[config.mk]
export PLATFORM = sky130hd
export DESIGN_NAME = rr_arbiter_param
export DESIGN_NICKNAME = d
export VERILOG_FILES = /design/src/rtl/rr_arbiter_param.sv
export SDC_FILE = /design/constraint.sdc
export NUM_CORES = 1
export LEC_CHECK = 0
export CORE_MARGIN = 2
export CORE_UTILIZATION = 35
export CTS_BUF_LIST = sky130_fd_sc_hd__clkbuf_4
export DETAILED_ROUTE_END_ITERATION = 8
export SYNTH_ARGS = -nofsm -noshare
export SYNTH_HDL_FRONTEND = slang
export SYNTH_HIERARCHICAL = 1
export SYNTH_SLANG_ARGS = --single-unit
[constraint.sdc]
create_clock -name clk -period 2.9 [get_ports clk]
set_input_delay 0.58 -clock clk [delete_from_list [all_inputs] [get_ports clk]]
set_output_delay 0.58 -clock clk [all_outputs]
set_load 0.005 [all_outputs]
[src/rtl/rr_arbiter_param.sv]
// rr_arbiter_param: N-way round-robin arbiter with a registered one-hot grant,
// a valid/ready beat handshake toward the sink, and a per-tenure burst limit of
// HOLD_MAX accepted beats.
//
// Optional build macro RR_ARB_LOCK_EN adds lock_i. While lock_i is high the
// burst limit does not end a tenure; a dropped request still does.

// Per-requester lane: splits one request into the two rotation segments.
// The first segment is indices ptr down to 0. The second is N-1 down to ptr+1.
module rr_arb_lane #(
   parameter int IDX_W = 2,
   parameter int K     = 0
) (
   input  logic             req,
   input  logic [IDX_W-1:0] ptr,
   output logic             seg_first,
   output logic             seg_second
);
   localparam logic [IDX_W-1:0] KI = IDX_W'(K);

   assign seg_first  = req & (KI <= ptr);
   assign seg_second = req & (KI >  ptr);
endmodule

module rr_arbiter_param #(
   parameter int N        = 4,
   parameter int HOLD_MAX = 4
) (
   input  logic                 clk,
   input  logic                 reset_n,
   input  logic [N-1:0]         req_i,
   input  logic                 ready_i,
   output logic [N-1:0]         gnt_o,
   output logic                 gnt_valid_o,
   output logic [$clog2(N)-1:0] gnt_idx_o
`ifdef RR_ARB_LOCK_EN
   ,
   input  logic                 lock_i
`endif
);
   localparam int IDX_W = $clog2(N);
   localparam int CNT_W = $clog2(HOLD_MAX + 1);
   localparam logic [CNT_W-1:0] CNT_LAST = CNT_W'(HOLD_MAX - 1);
   localparam logic [IDX_W-1:0] IDX_TOP  = IDX_W'(N - 1);

   typedef enum logic {IDLE, GRANT} state_t;

   state_t           state;
   logic [IDX_W-1:0] ptr;
   logic [CNT_W-1:0] beat_cnt;

   logic [N-1:0]     seg_first, seg_second, seg_pick;
   logic [IDX_W-1:0] win_idx, ptr_nxt;
   logic [N-1:0]     win_oh;
   logic             win_any;
   logic             owner_req, fire, at_limit, limit_rel, release_now;

   // Segment each request against the rotation pointer.
   for (genvar k = 0; k < N; k++) begin : g_lane
      rr_arb_lane #(.IDX_W(IDX_W), .K(k)) u_lane (
         .req        (req_i[k]),
         .ptr        (ptr),
         .seg_first  (seg_first[k]),
         .seg_second (seg_second[k])
      );
   end

   // Winner: the highest requesting index in the first segment, otherwise the
   // highest in the second. This gives a descending search from ptr that wraps.
   always_comb begin
      seg_pick = (|seg_first) ? seg_first : seg_second;
      win_idx  = '0;
      for (int k = 0; k < N; k++)
         if (seg_pick[k]) win_idx = IDX_W'(k);
   end

   assign win_any = |req_i;
   assign win_oh  = {{(N-1){1'b0}}, 1'b1} << win_idx;
   // After granting k, the search restarts at k-1. The new owner is then the
   // last index checked on the next arbitration.
   assign ptr_nxt = (win_idx == '0) ? IDX_TOP : (win_idx - 1'b1);

   // Beat accounting and tenure release causes.
   assign owner_req = |(req_i & gnt_o);
   assign fire      = gnt_valid_o & ready_i & owner_req;
   assign at_limit  = (beat_cnt == CNT_LAST);
`ifdef RR_ARB_LOCK_EN
   assign limit_rel = fire & at_limit & ~lock_i;
`else
   assign limit_rel = fire & at_limit;
`endif
   assign release_now = ~owner_req | limit_rel;

   // Grant FSM. On release it re-arbitrates in the same cycle, so there is no
   // idle bubble between owners.
   always_ff @(posedge clk or negedge reset_n) begin
      if (!reset_n) begin
         state       <= IDLE;
         gnt_o       <= '0;
         gnt_valid_o <= 1'b0;
         gnt_idx_o   <= '0;
         ptr         <= IDX_TOP;
         beat_cnt    <= '0;
      end else begin
         case (state)
            IDLE: begin
               if (win_any) begin
                  state       <= GRANT;
                  gnt_o       <= win_oh;
                  gnt_valid_o <= 1'b1;
                  gnt_idx_o   <= win_idx;
                  ptr         <= ptr_nxt;
                  beat_cnt    <= '0;
               end
            end
            GRANT: begin
               if (release_now) begin
                  if (win_any) begin
                     gnt_o       <= win_oh;
                     gnt_valid_o <= 1'b1;
                     gnt_idx_o   <= win_idx;
                     ptr         <= ptr_nxt;
                  end else begin
                     state       <= IDLE;
                     gnt_o       <= '0;
                     gnt_valid_o <= 1'b0;
                     gnt_idx_o   <= '0;
                  end
                  beat_cnt <= '0;
               end else if (fire && !at_limit) begin
                  // A locked owner at the limit keeps its count saturated.
                  beat_cnt <= beat_cnt + 1'b1;
               end
            end
            default: begin
               state       <= IDLE;
               gnt_o       <= '0;
               gnt_valid_o <= 1'b0;
               gnt_idx_o   <= '0;
               beat_cnt    <= '0;
            end
         endcase
      end
   end
endmodule

==> reports/metrics.csv <==
metric,value,unit
clk slew on worst S/H paths,0.08,ns
CTS Buffer Depth,2,
largest net degree at the start of global routing,14,
final worst-path cycle share,0.750,
Mapped Nets,83,
CP max stage cell,clkdlybuf4s50_1,
Clock Latency Late Sink,0.28,ns
Root Buffer,clkbuf_4,
Via-to-Cell Ratio,5.05,
Syn. warnings,6,
vias in the first global route,587,
routed length per instance,13.1,µm
number of hold buffers added after cts,0,
Max-slew headroom,0.606,
first-pass GRT wire length,2.67,mm
Mapped Area,756,µm²
Core Region,2000,µm²
Final Critical Period,2.17,ns
Iteration-0 DRC Markers,6,
leakage power,0.440,nW
Setup Skew,0.00316,ns
row count,16,
number of clock sinks,13,
WP data arrival,2.37,ns
H-tree depth reported by CTS,1,
worst path cell trace,clkdlybuf4s50_1 > nor3b_2 > a21oi_1 > o31ai_1 > inv_1 > ha_1 > o31ai_1,
"slowest stage delay, CP",0.57,ns
Die X-Extent,50.5,µm
ratio of cells with drive above 1 in the final layout,0.161,
die area,2550,µm²
wire length on met1,738,µm
Avg Inst Size Synth,10.8,µm²
metal3 WL,48,µm
global placement routability congestion,0.830,
overall power,0.883,mW
DRT Pass-1 Iters,4,
Die Ht,50.5,µm
antenna violations before repair,0,
Top Layer Used,met4,
critical path capture point type,flip-flop,
cts repair resizes,0,
synthesized instance count,70,
FMAX,460,MHz
WHS,0.509,ns
post-route setup TNS,0,ns
TritonCTS clock tree,done,
# diodes,0,
# setup viols final,0,
hpwl dp,1.15,mm
Via Count,576,
status,completed,
Final Hold Fails,0,
pwr dens,936,nW/µm²
max_cap viols,0,
RSZ-0062 raised after global routing,false,
IO buf count,13,
DRC errors left,0,
Final Net Count,101,
WL met2,694,µm
GRT Util Overall,0.141,
worst-path fanout max,4,
initial core utilization,0.378,
Layout area overhead,24.8,%
cts bufs inserted,3,
startpoint types,primary input,
WP data required,3.09,ns
worst min path class,flip-flop to flip-flop,
"Top cell by count, worst path",o31ai_1,
Pins Over Slew Limit,0,
GRT overflow,0,
# IOs,14,
worst slew pin tran,0.588,ns
Worst IR Drop VDD,0.470,mV
crit path kind,primary input to flip-flop,
Post-Route WL,1.49,mm
Detail Route Antenna Nets,0,
number of setup buffers added after CTS,0,
worst paths after layout:
check / startpoint / endpoint / slack, ns / depth (start not counted)
worst max register to register: ptr[1] / ptr[1] / 0.92 / 7
min in group asynchronous: reset_n / beat_cnt[1] / 0.67 / 1
max in group asynchronous: reset_n / beat_cnt[2] / 1.85 / 1
worst min register to register: gnt_idx_o[0] / gnt_idx_o[0] / 0.51 / 1
worst min-delay path: gnt_idx_o[0] / gnt_idx_o[0] / 0.51 / 1
worst max-delay path: req_i[1] / ptr[1] / 0.73 / 7
critical path, delay by kind of cell:
kind / cells / cell delay, ns
AO/OA/AOI/OAI: 3 / 0.60
adder cells (fa/ha/maj): 1 / 0.31
buffers and inverters: 2 / 0.69
AND/OR/NAND/NOR: 1 / 0.19
sequential cells by signal, indices dropped and copies added (netlist names):
| name | count |
|---|---|
| gnt_valid_o | 1 |
| gnt_idx_o | 2 |
| ptr | 2 |
| beat_cnt | 3 |
| state | 1 |
| gnt_o | 4 |
report_power, final:
group	internal [mW]	switching [mW]	leakage, nW
sequential	0.263	0.0621	0.158
combinational	0.239	0.206	0.264
clock	0.0512	0.0614	0.0177
total	0.554	0.329	0.440
area by class of cell:
cell class	count	area, µm²
clock buffers	3	22.5
clock inverters	1	5.00
fillers	199	1060
inverters	9	33.8
multi-input cells	46	375
flip-flops and latches	13	328
well taps	27	33.8
repair buffers	15	145
cell usage in the layout (no fill, tap or decap), types with 2 or more instances in the layout:
master / count
a21oi_1: 4
a22o_1: 6
a22oi_1: 2
and3_1: 2
buf_4: 2
clkbuf_4: 3
clkdlybuf4s50_1: 13
dfrtp_1: 11
dfstp_2: 2
ha_1: 6
inv_1: 9
mux2i_1: 3
nand2_1: 3
nor2_1: 4
o31ai_1: 3
metal layers:
layer | up-vias | GRT usage
met2 | 13 | 0.221
met3 | 2 | 0.0446
li1 | 281 | -
met1 | 280 | 0.185
met4 | 0 | 0.0405
met5 | - | 0
stage by stage:
| step | area (µm²) | utilization | cells | setup WS, ns |
|---|---|---|---|---|
| after CTS | 943 | 0.471 | 114 | 0.714 |
| final | 943 | 0.471 | 114 | 0.726 |
| after floorplan | 756 | - | 70 | 0.871 |
| after detailed placement | 916 | 0.458 | 110 | 0.414 |
| after global placement | 916 | 0.458 | 110 | 0.445 |
| after global routing | 943 | 0.471 | 114 | 0.513 |
Power figures use the tool's default switching activity.
